==> src/rtl/updi_echo_filter.sv <==
// updi_echo_filter: forwards host bytes to the UART, strips their echoes from the RX stream
// and forwards only target responses, flagging echo mismatches and missing echoes.
module updi_echo_filter #(
    parameter int DATA_BITS      = 8,
    parameter int ECHO_DEPTH     = 16,
    parameter int TIMEOUT_CYCLES = 4096
) (
    input  logic                                  clk,
    input  logic                                  rst,
    input  logic                                  flush,
    input  logic [DATA_BITS-1:0]                  tx_byte,
    input  logic                                  tx_valid,
    output logic                                  tx_ready,
    output logic [DATA_BITS-1:0]                  fifo_tx_data,
    output logic                                  fifo_tx_wr_en,
    input  logic                                  fifo_tx_full,
    input  logic [DATA_BITS-1:0]                  fifo_rx_data,
    input  logic                                  fifo_rx_empty,
    output logic                                  fifo_rx_rd_en,
    output logic [DATA_BITS-1:0]                  rsp_data,
    output logic                                  rsp_valid,
    input  logic                                  rsp_ready,
    output logic [$clog2(ECHO_DEPTH+1)-1:0]       echo_pending,
    output logic                                  err_mismatch,
    output logic                                  err_timeout
);
    localparam int PW = $clog2(ECHO_DEPTH);
    localparam int CW = $clog2(ECHO_DEPTH + 1);
    localparam int TW = $clog2(TIMEOUT_CYCLES + 1);
    localparam logic [CW-1:0] DEPTH  = CW'(ECHO_DEPTH);
    localparam logic [TW-1:0] T_LAST = TW'(TIMEOUT_CYCLES - 1);

    logic [DATA_BITS-1:0] echo_q [ECHO_DEPTH];
    logic [PW-1:0]        wr_ptr, rd_ptr;
    logic [TW-1:0]        t_cnt;
    logic                 pending_any, echo_pop, rsp_pop, timeout_hit;

    // RX head is an echo whenever anything is outstanding; a same-cycle push never counts
    always_comb begin
        pending_any   = echo_pending != '0;
        tx_ready      = rst && !flush && !fifo_tx_full && (echo_pending < DEPTH);
        fifo_tx_wr_en = tx_valid && tx_ready;
        fifo_tx_data  = tx_byte;
        fifo_rx_rd_en = rst && !flush && !fifo_rx_empty && (pending_any || !rsp_valid || rsp_ready);
        echo_pop      = fifo_rx_rd_en && pending_any;
        rsp_pop       = fifo_rx_rd_en && !pending_any;
        timeout_hit   = pending_any && !echo_pop && t_cnt == T_LAST;
    end

    always_ff @(posedge clk)
        if (fifo_tx_wr_en && !timeout_hit) echo_q[wr_ptr] <= tx_byte;

    always_ff @(posedge clk or negedge rst) begin
        if (!rst) begin
            wr_ptr       <= '0;
            rd_ptr       <= '0;
            echo_pending <= '0;
            t_cnt        <= '0;
            rsp_data     <= '0;
            rsp_valid    <= 1'b0;
            err_mismatch <= 1'b0;
            err_timeout  <= 1'b0;
        end else if (flush) begin
            wr_ptr       <= '0;
            rd_ptr       <= '0;
            echo_pending <= '0;
            t_cnt        <= '0;
            rsp_valid    <= 1'b0;
            err_mismatch <= 1'b0;
            err_timeout  <= 1'b0;
        end else begin
            err_mismatch <= echo_pop && (fifo_rx_data != echo_q[rd_ptr]);
            err_timeout  <= timeout_hit;
            if (timeout_hit) begin
                wr_ptr       <= '0;
                rd_ptr       <= '0;
                echo_pending <= '0;
                t_cnt        <= '0;
            end else begin
                wr_ptr       <= wr_ptr + PW'(fifo_tx_wr_en);
                rd_ptr       <= rd_ptr + PW'(echo_pop);
                echo_pending <= echo_pending + CW'(fifo_tx_wr_en) - CW'(echo_pop);
                t_cnt        <= (!pending_any || echo_pop) ? '0 : t_cnt + TW'(1);
            end
            if (rsp_pop) begin
                rsp_data  <= fifo_rx_data;
                rsp_valid <= 1'b1;
            end else if (rsp_ready) begin
                rsp_valid <= 1'b0;
            end
        end
    end
endmodule
==> config.mk <==
export PLATFORM = sky130hd
export DESIGN_NAME = updi_echo_filter
export DESIGN_NICKNAME = d
export VERILOG_FILES = /design/src/rtl/updi_echo_filter.sv
export SDC_FILE = /design/constraint.sdc
export NUM_CORES = 1
export LEC_CHECK = 0
export CAP_MARGIN = 10
export CORE_MARGIN = 5
export CORE_UTILIZATION = 49
export DETAILED_ROUTE_END_ITERATION = 10
export HOLD_SLACK_MARGIN = 0.12
export PLACE_DENSITY = 0.67
export RECOVER_POWER = 100
export SLEW_MARGIN = 20
export SYNTH_ARGS = -nofsm -noshare
export SYNTH_HDL_FRONTEND = slang
export SYNTH_SLANG_ARGS = --single-unit
==> constraint.sdc <==
create_clock -name clk -period 3.3 [get_ports clk]
set_input_delay 0.33 -clock clk [delete_from_list [all_inputs] [get_ports clk]]
set_output_delay 0.33 -clock clk [all_outputs]
set_load 0.01 [all_outputs]
* Yosys cells after proc, flatten, opt, wreduce, memory -nomap -nowiden
Memory sizes are Yosys's and may differ from the RTL's.
Index checks and enable logic that the tools add are counted.
Widths: inputs -> output; s select.
** Storage, ports and cells
- Register bits after elaboration :: 37
- Bits in latches :: 0
- Bits in writable memories :: 128
- ROM bits :: 0
- Input bits :: 23
- Output and inout bits :: 27
- Word-level logic and storage cells :: 59
- Memories :: 1
** Memory list
- echo_q :: depth 16, width 8, rd ports 1, clocked after memory_dff 0, wr ports 1, line 33 : logic [DATA_BITS-1:0] echo_q [ECHO_DEPTH];
** Operators by class
- $add $sub $neg :: 5
- $mul :: 0
- Div/mod/pow operators :: 0
- Magnitude comparators :: 1
- Eq/ne operators :: 2
- Shifts and indexed selects :: 0
- Mux-type cells :: 16
- Bitwise gates (word level) :: 1
- Reduce and logical (&&, ||, !) cells :: 25
** Operator list (count)
- $mux 13 :: 3
- $mux 4 :: 4
- $add 13x1->13 const B :: 1
- $eq 13x12->1 const B :: 1
- $logic_and 1x1->1 :: 12
- $mux 5 :: 2
- $add 4x1->4 :: 2
- $ne 8x8->1 :: 1
- $logic_not 1->1 :: 7
- $mux 1 :: 7
- $add 5x1->5 :: 1
- $lt 5x5->1 const B :: 1
- $reduce_bool 5->1 :: 1
- $sub 5x1->5 :: 1
- $logic_or 1x1->1 :: 3
- $reduce_bool 3->1 :: 1
- $reduce_and 2->1 :: 1
- $not 1->1 :: 1

* Depth between registers and ports, before layout
Gate-level depths: netlist (run 1).
- Word-level depth :: 12
- Mapped depth :: 16

* Worst setup path after synthesis (run 1)
Ideal clock, no wire load.
- Kind :: reg2reg
- Start point :: reg echo_pending[4]
- End point :: mem echo_q[0][0], enable pin
- Setup time :: 0.383 ns
- Data arrival time :: 2.548 ns
- Required time :: 2.917 ns
- Path slack :: 0.369 ns
- Cell stages (with the launch flop) :: 6
- Cell sequence :: dfrtp_1 > nor4b_1 > and2_1 > clkbuf_1 > or4b_1 > nor3_1
** RTL lines
- start: declaration :: line 23 : output logic [$clog2(ECHO_DEPTH+1)-1:0] echo_pending,
- start signal: assignment :: line 82 : echo_pending <= echo_pending + CW'(fifo_tx_wr_en) - CW'(echo_pop);
- $lt 5x5->1 :: line 41 : tx_ready = rst && !flush && !fifo_tx_full && (echo_pending < DEPTH);
- $logic_and 1x1->1 :: line 41
- via tx_ready :: line 13 : output logic tx_ready,
- $logic_and 1x1->1 :: line 42 : fifo_tx_wr_en = tx_valid && tx_ready;
- via fifo_tx_wr_en :: line 15 : output logic fifo_tx_wr_en,
- $logic_and 1x1->1 :: line 51 : if (fifo_tx_wr_en && !timeout_hit) echo_q[wr_ptr] <= tx_byte;
- $mux 1 :: line 51
- $mux 1 (not written as such) :: line 51
- end: declaration :: line 33
The timed path passes the listed nets, and every way through them passes these cells.

* Worst setup path after layout (run 1)
- Start point :: reg echo_pending[3]
- End point :: reg echo_pending[4]
** Between the ends
- Longest elaborated chain between the ends :: 10
** RTL lines
- branches (longest 8 deep; another with $lt 5x5->1)
- $mux 5 * :: line 74 : if (timeout_hit) begin
- $mux 5 * :: line 63 : end else if (flush) begin
Every way passes the cells marked *.
A chain may end at the register's enable or synchronous reset.

==> results.toml, run 1 <==
[die]
die_x_um = 129.3
die_h_um = 129.3
start_util_pct = 50.03
rows = 43
coreArea_um2 = 13930
die_area_um2 = 16710
pin_count = 50

[routing]
vias_per_cell = 5.427
dr.first_iter.drc_count = 209
via_count = 3712
wire_per_inst_um = 20.28
routed_wl_um = 13870
dr.pass1.iters = 6
drc_errors = 0
drtAntennaViolNets = 0

[place]
placedCellCount = 651
io_buffers = 49
hpwl_um = 9384
dp_slack_ns = 0.3457
place_congestion = 0.7610
placed_area_um2 = 7686

[synth]
seq_area_frac_synth_pct = 68.41
syn-num-nets = 464
synth.avg_cell_area_um2 = 16.25
netlist_area_um2 = 6972
yosysWarnings = 0
synthCells = 429
synth_seq_cells = 165
synth_cell_types = 38

[global_route]
grt_remaining_overflow = 0
grt_pass1_wl_um = 21960
grt_max_degree = 31
grtUsageTotal_pct = 18.17
grt_pass1_vias = 3866
antenna_found_initial = 0

[setup_path]
cp.arrival_ns = 3.30
cp_top_family = "adder cells"
max_stage_delay_ns = 0.40
rr_startpoint = "echo_pending[3]"
r2r_setup_slack_ns = 0.31
crit_required_ns = 3.61
crit_fanout = 6
rr_endpoint = "echo_pending[4]"
cp_slowest_cell = "dfrtp_1"
crit_buf_inv = 6
worstSetupPathType = "reg -> reg"
cp-end-kind = "flop"
worstPathCellList = "inv_1 -> ha_1 -> nor4b_1 -> clkbuf_1 -> nand2b_1 -> inv_1 -> ha_1 -> inv_1 -> ha_1 -> inv_1 -> fa_1 -> inv_1 -> a21oi_1 -> nor2_1 -> nor2_1 -> xnor2_1 -> nor2_1"
crit_top_cell = "inv_1"
crit_path_start_kind = "flop"
rr_worst_depth = 17

[pwr]
pwr-share-seq_pct = 47.0
leakagePower_nw = 2.888
clkPwrFrac_pct = 39.5
vdd_drop_max_mv = 0.4355
power.switching_mw = 1.189
power_density_nw_per_um2 = 613.3
power.share.switching_pct = 23.53
total_power_mw = 5.054
intPower_mw = 3.864
p_comb_share_pct = 13.5

[run]
cap_violations = 1

[cells_and_area]
area_delta_synth_final_pct = 18.20
final_area_um2 = 8240
nets = 526
final_cell_mix = "edfxtp_1 (128), nor2_1 (38), dfrtp_1 (36), dlygate4sd3_1 (36), mux2i_1 (24)"
layout_commonest_cell = "edfxtp_1"
diodes = 0
drive_above_1_share_pct = 13.49
instances_no_fill = 684

[clock_network]
clk_path_buf_depth = 2
cts_setup_buffers = 0
root_buffer = "clkbuf_16"
tritoncts = "built"
clock_sinks = 165
clk_latency_ns = 0.43
postCtsResizedCells = 0
clkTransAtPathRegs_ns = 0.07
cts_buffers = 17
htreeDepth = 4

[timing]
tightest_slew_ns = 1.495
relSlewSlack_pct = 0.3258
setup-violations-final = 0
post-route-period-util_pct = 90.72
fin_skew_ns = 0.01293
grt_setup_unrepaired = "no"
hold_violations = 0
fmax_mhz = 334.0
fin_crit_ns = 2.994
slew_violations = 0
fin_setup_tns_ns = 0
setup_slack_ns = 0.3062

[worst_hold_path]
hp-class = "in -> async"

[run_status]
status = "complete, but fails checks"
violations = "capacitance limit"
==> cells by family (layout without fill, tap and decap cells) <==
family	after synthesis	count (layout)	synth area share (%)
adders and majority gates	12	12	2.261
DFF	165	165	68.41
xor gates and xnor gates	39	39	4.900
AOI/OAI and AO/OA	23	23	2.244
muxes	55	55	12.17
buffers and inverters	37	112	2.961
and+or+nand+nor	98	98	7.053
==> sequential cells by signal, summed over array words and instances, names as in the netlist <==
name	flops
rsp_data	8
echo_q	128
t_cnt	13
err_timeout	1
err_mismatch	1
rsp_valid	1
echo_pending	5
wr_ptr	4
rd_ptr	4
==> power groups by stage <==
stage	Clock, mW	Sequential, mW	Combinational, mW
global route	2.15	2.39	0.743
finish	2.00	2.38	0.681
detailed placement	0	2.42	0.730
CTS	2.04	2.38	0.734
global placement	0	2.42	0.721
floorplan	0	2.45	0.394
==> final cells by class <==
class | count | area (um2)
multi-input combinational | 227 | 1996
inverter | 11 | 41.29
timing repair buffer | 69 | 604.3
clock buffer | 17 | 425.4
clock inverter | 15 | 177.7
tap | 180 | 225.2
sequential | 165 | 4771
fill | 1067 | 5694
==> worst max path at each step <==
stage	from	to	slack [ns]	cells after the start
6_report	echo_pending[3]	echo_pending[4]	0.31	17
5_1_grt	echo_pending[3]	echo_pending[4]	0.10	17
4_1_cts	echo_pending[3]	echo_pending[4]	0.36	17
3_5_place_dp	flush	echo_q[11][4]	0.35	5
3_3_place_gp	flush	echo_q[10][5]	0.44	5
2_1_floorplan	echo_pending[4]	echo_q[0][0]	0.37	5
==> through the flow <==
step                hold WS, ns  utilization [%]
floorplan               0.03441                -
global placement         0.2114            55.16
detailed placement       0.2191            55.16
CTS                      0.2786            59.56
global route             0.3056            59.14
finish                   0.2960            59.14
==> repair_timing <==
action / 4_1_cts / 5_1_grt
setup endpoints to repair: 0 / 0
hold buffers: 1 / 0
hold endpoints to repair: 9 / 0
==> metal layers <==
layer	up-vias	track usage, %	routed length [um]
li1	1727	-	-
met1	1898	25.48	6350
met2	80	28.20	6765
met3	7	5.153	665
met4	0	5.003	92
met5	-	0	0
==> synth_stat cells <==
library cell    n  area, um2
a211oi_1        2      15.01
a21o_1          1      7.510
a21oi_1         6      30.03
a22oi_1         8      60.06
a31oi_1         2      12.51
and2_1          7      43.79
and3_1         10      62.56
buf_1           2      7.510
buf_2           3      15.01
buf_4          13      97.59
buf_6           2      22.52
clkbuf_1        6      22.52
dfrtp_1        37      925.9
edfxtp_1      128       3844
fa_1            1      20.02
ha_1           11      137.6
inv_1          11      41.29
mux2_2          8      90.09
mux2i_1        24      240.2
mux4_2         23      518.0
nand2_1        11      41.29
nand2b_1        5      31.28
nand3_1         6      30.03
nand4_1         1      6.260
nand4b_1        2      17.52
nor2_1         38      142.6
nor2b_1         4      25.02
nor3_1          7      35.03
nor4_1          2      12.51
nor4b_1         3      26.28
o2111ai_1       1      8.760
o22ai_1         1      6.260
o31ai_1         1      7.510
o41ai_1         1      8.760
or4_1           1      7.510
or4b_1          1      10.01
xnor2_1        18      157.7
xor2_1         21      183.9
==> worst reg2reg max path: cells and delay by family, from the launching register on <==
kind	cells	cell delay, ns
AOI/OAI and AO/OA	1	0.06
xor gates and xnor gates	1	0.14
adders and majority gates	4	0.97
buffers and inverters	6	0.61
DFF	1	0.40
and+or+nand+nor	5	0.68
Note: power is estimated with default switching activity, not from simulation.
==> inputs of run 2 (changes only) <==
MAX_ROUTING_LAYER = met4   (was default)
==> run 2 against run 1 <==
The run still ends with capacitance limit left. Critical endpoint unchanged. Register-to-register slack is essentially flat. Highest routed layer unchanged. Clock skew shrank 0.00085 ns. Cell count is the same. Critical path type unchanged. Utilization is the same. Largest cell class unchanged. Critical path depth is the same. Power is essentially flat. Sequential share of layout area is the same. Global-route usage grew 0.53 points. Clock power is essentially flat. Via count shrank 1.3%.
==> results.toml, run 2 (synthesized netlist as in run 1, its figures left out) <==
[run_status]
status = "complete, but fails checks"
violations = "capacitance limit"

[global_route]
grtUsageTotal_pct = 18.70
antenna_found_initial = 0
grt_pass1_wl_um = 21950
grt_pass1_vias = 3861
grt_remaining_overflow = 0
grt_max_degree = 31

[setup_path]
crit_required_ns = 3.61
cp.arrival_ns = 3.29
worstSetupPathType = "reg -> reg"
cp-end-kind = "flop"
crit_path_start_kind = "flop"
crit_fanout = 6

[clock_network]
htreeDepth = 4
tritoncts = "built"
clkTransAtPathRegs_ns = 0.07
root_buffer = "clkbuf_16"
clock_sinks = 165
clk_latency_ns = 0.43
cts_buffers = 17
clk_path_buf_depth = 2

[timing]
grt_setup_unrepaired = "no"
fin_setup_tns_ns = 0
relSlewSlack_pct = 0.2521
tightest_slew_ns = 1.496
fin_skew_ns = 0.01207
hold_violations = 0
post-route-period-util_pct = 90.47
hold_ws_ns = 0.2962
setup-violations-final = 0
fin_crit_ns = 2.985
fmax_mhz = 335.0
slew_violations = 0

[die]
die_x_um = 129.3
die_area_um2 = 16710
coreArea_um2 = 13930
pin_count = 50
rows = 43
start_util_pct = 50.03
die_h_um = 129.3

[cells_and_area]
largest_register_ffs = 128
reg.largest.list = "echo_q: 128 flops, t_cnt: 13 flops, rsp_data: 8 flops"
diodes = 0
final_cell_mix = "edfxtp_1 (128), nor2_1 (38), dfrtp_1 (36), dlygate4sd3_1 (36), mux2i_1 (24)"
n_fill_cell = 1067
instances_no_fill = 684
nets = 526
regMostFlops = "echo_q"
final_area_um2 = 8240
layout_commonest_cell = "edfxtp_1"
area_delta_synth_final_pct = 18.20
drive_above_1_share_pct = 13.49

[pwr]
leakagePower_nw = 2.888
total_power_mw = 5.059
vdd_drop_max_mv = 0.4341
power_density_nw_per_um2 = 613.9

[routing]
drc_errors = 0
drtAntennaViolNets = 0
dr.first_iter.drc_count = 232
via_count = 3664
wire_per_inst_um = 20.30
routed_wl_um = 13890
dr.pass1.iters = 4
vias_per_cell = 5.357

[place]
hpwl_um = 9384
placedCellCount = 651
placed_area_um2 = 7686
place_congestion = 0.7710
io_buffers = 49

[worst_hold_path]
hp-class = "in -> async"

[run]
cap_violations = 1
==> run 2: cell counts in the layout (fill, tap and decap cells not counted) <==
No cell type changed its count.
==> run 2: layer usage <==
layer	vias up	track usage, %	wire length, um
li1	1726	-	-
met1	1862	25.40	6419
met2	69	28.26	6759
met3	7	4.905	620
met4	0	5.188	88
met5	-	-	0
==> run 2: layout make-up <==
type / instances / area [um2] / area share (%)
clock inverters: 15 / 177.7 / 2.156
flip-flops and latches: 165 / 4771 / 57.90
repair buffers: 69 / 604.3 / 7.334
inverters: 11 / 41.29 / 0.5011
clock buffers: 17 / 425.4 / 5.162
well taps: 180 / 225.2 / 2.733
multi-input cells: 227 / 1996 / 24.22
==> run 2: repair_timing <==
action,in CTS,in global routing
hold buffers,1,0
hold endpoints to repair,9,0
endpoints found under the setup margin,0,0
resized for setup,0,0
buffers inserted,0,0
==> run 2: report_power, final <==
part           switching [mW]  internal (mW)  total (mW)
logic                   0.335          0.346       0.681
clock network           0.808           1.19        2.00
registers              0.0514           2.33        2.38
==> run 2: per-stage QoR <==
step           util, %  worst slack, ns
2_1_floorplan        -           0.3688
3_3_place_gp     55.16           0.4399
3_5_place_dp     55.16           0.3457
4_1_cts          59.56           0.3627
5_1_grt          59.14           0.1002
6_report         59.14           0.3146
==> run 2: worst max-delay path, cell delays in order, from the launching register on <==
cell and delay [ns]:
dfrtp_1 0.40, inv_1 0.09, ha_1 0.14, nor4b_1 0.28
clkbuf_1 0.26, nand2b_1 0.20, inv_1 0.09, ha_1 0.27
inv_1 0.05, ha_1 0.16, inv_1 0.06, fa_1 0.40
inv_1 0.07, a21oi_1 0.06, nor2_1 0.09, nor2_1 0.05
xnor2_1 0.14, nor2_1 0.05
==> run 2: worst paths after layout <==
kind / startpoint / endpoint / slack [ns] / cells past startpoint
worst min-delay path: rst / echo_pending[3] / 0.30 / 2
worst max register to register: echo_pending[3] / echo_pending[4] / 0.31 / 17
worst max-delay path: echo_pending[3] / echo_pending[4] / 0.31 / 17
max in group asynchronous: rst / rd_ptr[0] / 1.21 / 3
min in group clk: t_cnt[0] / t_cnt[0] / 0.48 / 1
worst min register to register: t_cnt[0] / t_cnt[0] / 0.48 / 1
==> inputs of run 3 (changes only) <==
CAP_MARGIN = default   (was 10)
==> results of run 3 <==
The final DEF is identical to that of run 2; final timing and power are the same.
==> patch: new RTL, settings of run 1 <==
`ECHO_DEPTH`: 16 -> 32.
--- a/src/rtl/updi_echo_filter.sv
+++ b/src/rtl/updi_echo_filter.sv
@@ -2,7 +2,7 @@
 // and forwards only target responses, flagging echo mismatches and missing echoes.
 module updi_echo_filter #(
     parameter int DATA_BITS      = 8,
-    parameter int ECHO_DEPTH     = 16,
+    parameter int ECHO_DEPTH     = 32,
     parameter int TIMEOUT_CYCLES = 4096
 ) (
     input  logic                                  clk,
Interface: changed (resized echo_pending); port bits go from 50 to 51. No check against the original RTL was run, so the function may have changed too.
==> patch against run 1 <==
The flow finishes with violations (max-capacitance violations, max-slew violations); combinational power rose by 39%; sequential power rose by 78%; sequential share of layout area rose by 4.1 points; hold slack improved by 0.077 ns; non-clock buffer count rose by 37; cell area rose by 70%; wire length rose by 88%; setup slack got worse by 0.081 ns; synthesized cell count rose by 58%; via count rose by 73%; synthesized area rose by 74%; die area rose by 68%; total power rose by 65%; sequential cell count rose by 131.
==> patch: results (changes against run 1) <==
- The global routing met1 resource utilization is 25.6% (+0.096 points).
- The fraction of layout cells with a size suffix above 1 is 16.6% (+3.1 points).
- The share of power burned in the clock network is 37.9% (-1.6 points).
- The total half-perimeter wirelength after legalization and detailed placement is 17200 um (+84%).
- The largest registers in the layout are echo_q (256), t_cnt (13), rsp_data (8).
- The reported max-cap violation count is 5 (+4).
- The highest cell delay on the worst timing path is 1.13 ns (+0.73 ns).
- The number of buffers on the longest clock path is 3 (+1).
- The final reports fail on max-capacitance violations, max-slew violations.
- The net count after synthesis was 715 (+54%).
- The routed via count is 6419 (+73%).
- The total number of nets in the final design is 817 (+55%).
- The flow ran to the end, but the final reports show violations.
- The beginning of the worst register-to-register path is rd_ptr[0].
- The maximum number of pins on one net before global-route repair is 42 (+35%).
- The global-route track usage on met3 came to 3.35% (-1.8 points).
- The design internal power is 6.43 mW (+66%).
- The maximum fanout along the worst path is 33 (+27).
- The tightest hold margin is 0.373 ns (+0.0768 ns).
- The met2 usage in global routing is 31.4% (+3.2 points).
- The sequential area share after synthesis is 71.6% (+3.2 points).
- The endpoint of the worst register-to-register path is err_mismatch.
- In the synthesized netlist, the cells that appear most often are sky130_fd_sc_hd__edfxtp_1, sky130_fd_sc_hd__nor2_1, sky130_fd_sc_hd__mux4_2.
- The mean post-synth cell area is 17.9 um2 (+10%).
- The wire length on met1 is 10900 um (+72%).
- The source of the critical timing path is tx_byte[0].
- The global placement routability congestion is 0.860 (+13%).
- The part of the total power dissipated in sequential elements came to 50.8% (+3.8 points).
- The number of enable-type register cells in the synthesized netlist is 256 (+100%).
- The worst-case register-to-register setup slack was 0.28 ns (-0.03 ns).
- The total met3 wirelength after detailed routing was 1390 um (+110%).
- The max-slew violation total from the final report is 134 (+134).
- The count of filler cells inserted in the layout came to 1828 (+71%).
- The count of routing violations after the opening detailed-route iteration is 528 (+150%).
- The placed instance area is 13300 um2 (+72%).
- The clock latency at the later pin of the worst-skew pair is 0.55 ns (+0.12 ns).
- On the critical path the largest part of the delay comes from buffers and inverters.
- The via-per-instance ratio is 5.70 (+5.0%).
- The transition time at the pin with the least slew margin came to 1.60 ns (+0.108 ns).
- Ranked by total cell area, the synthesized netlist is headed by sky130_fd_sc_hd__edfxtp_1, sky130_fd_sc_hd__mux4_2, sky130_fd_sc_hd__dfrtp_1.
==> patch: area by class of cell <==
cell class,instances,area [um2],share of cell area (%)
Sequential cell,296,8690,62.0
Clock buffer,36,795,5.66
Tap cell,324,405,2.89
Multi-Input combinational cell,334,3160,22.6
Clock inverter,19,126,0.901
Timing Repair Buffer,106,803,5.72
Inverter,12,45.0,0.321
==> patch: cells by family (layout without fill, tap and decap cells) <==
| logic type | after synthesis | count (layout) | share of synthesized area, % |
|---|---|---|---|
| multiplexers | 104 | 104 | 14.0 |
| XOR/XNOR | 26 | 26 | 1.88 |
| AND/OR/NAND/NOR | 143 | 143 | 5.65 |
| AO/OA/AOI/OAI | 47 | 47 | 3.01 |
| buffers and inverters | 48 | 173 | 2.27 |
| flip-flops | 296 | 296 | 71.6 |
| adder cells (fa/ha/maj) | 14 | 14 | 1.51 |
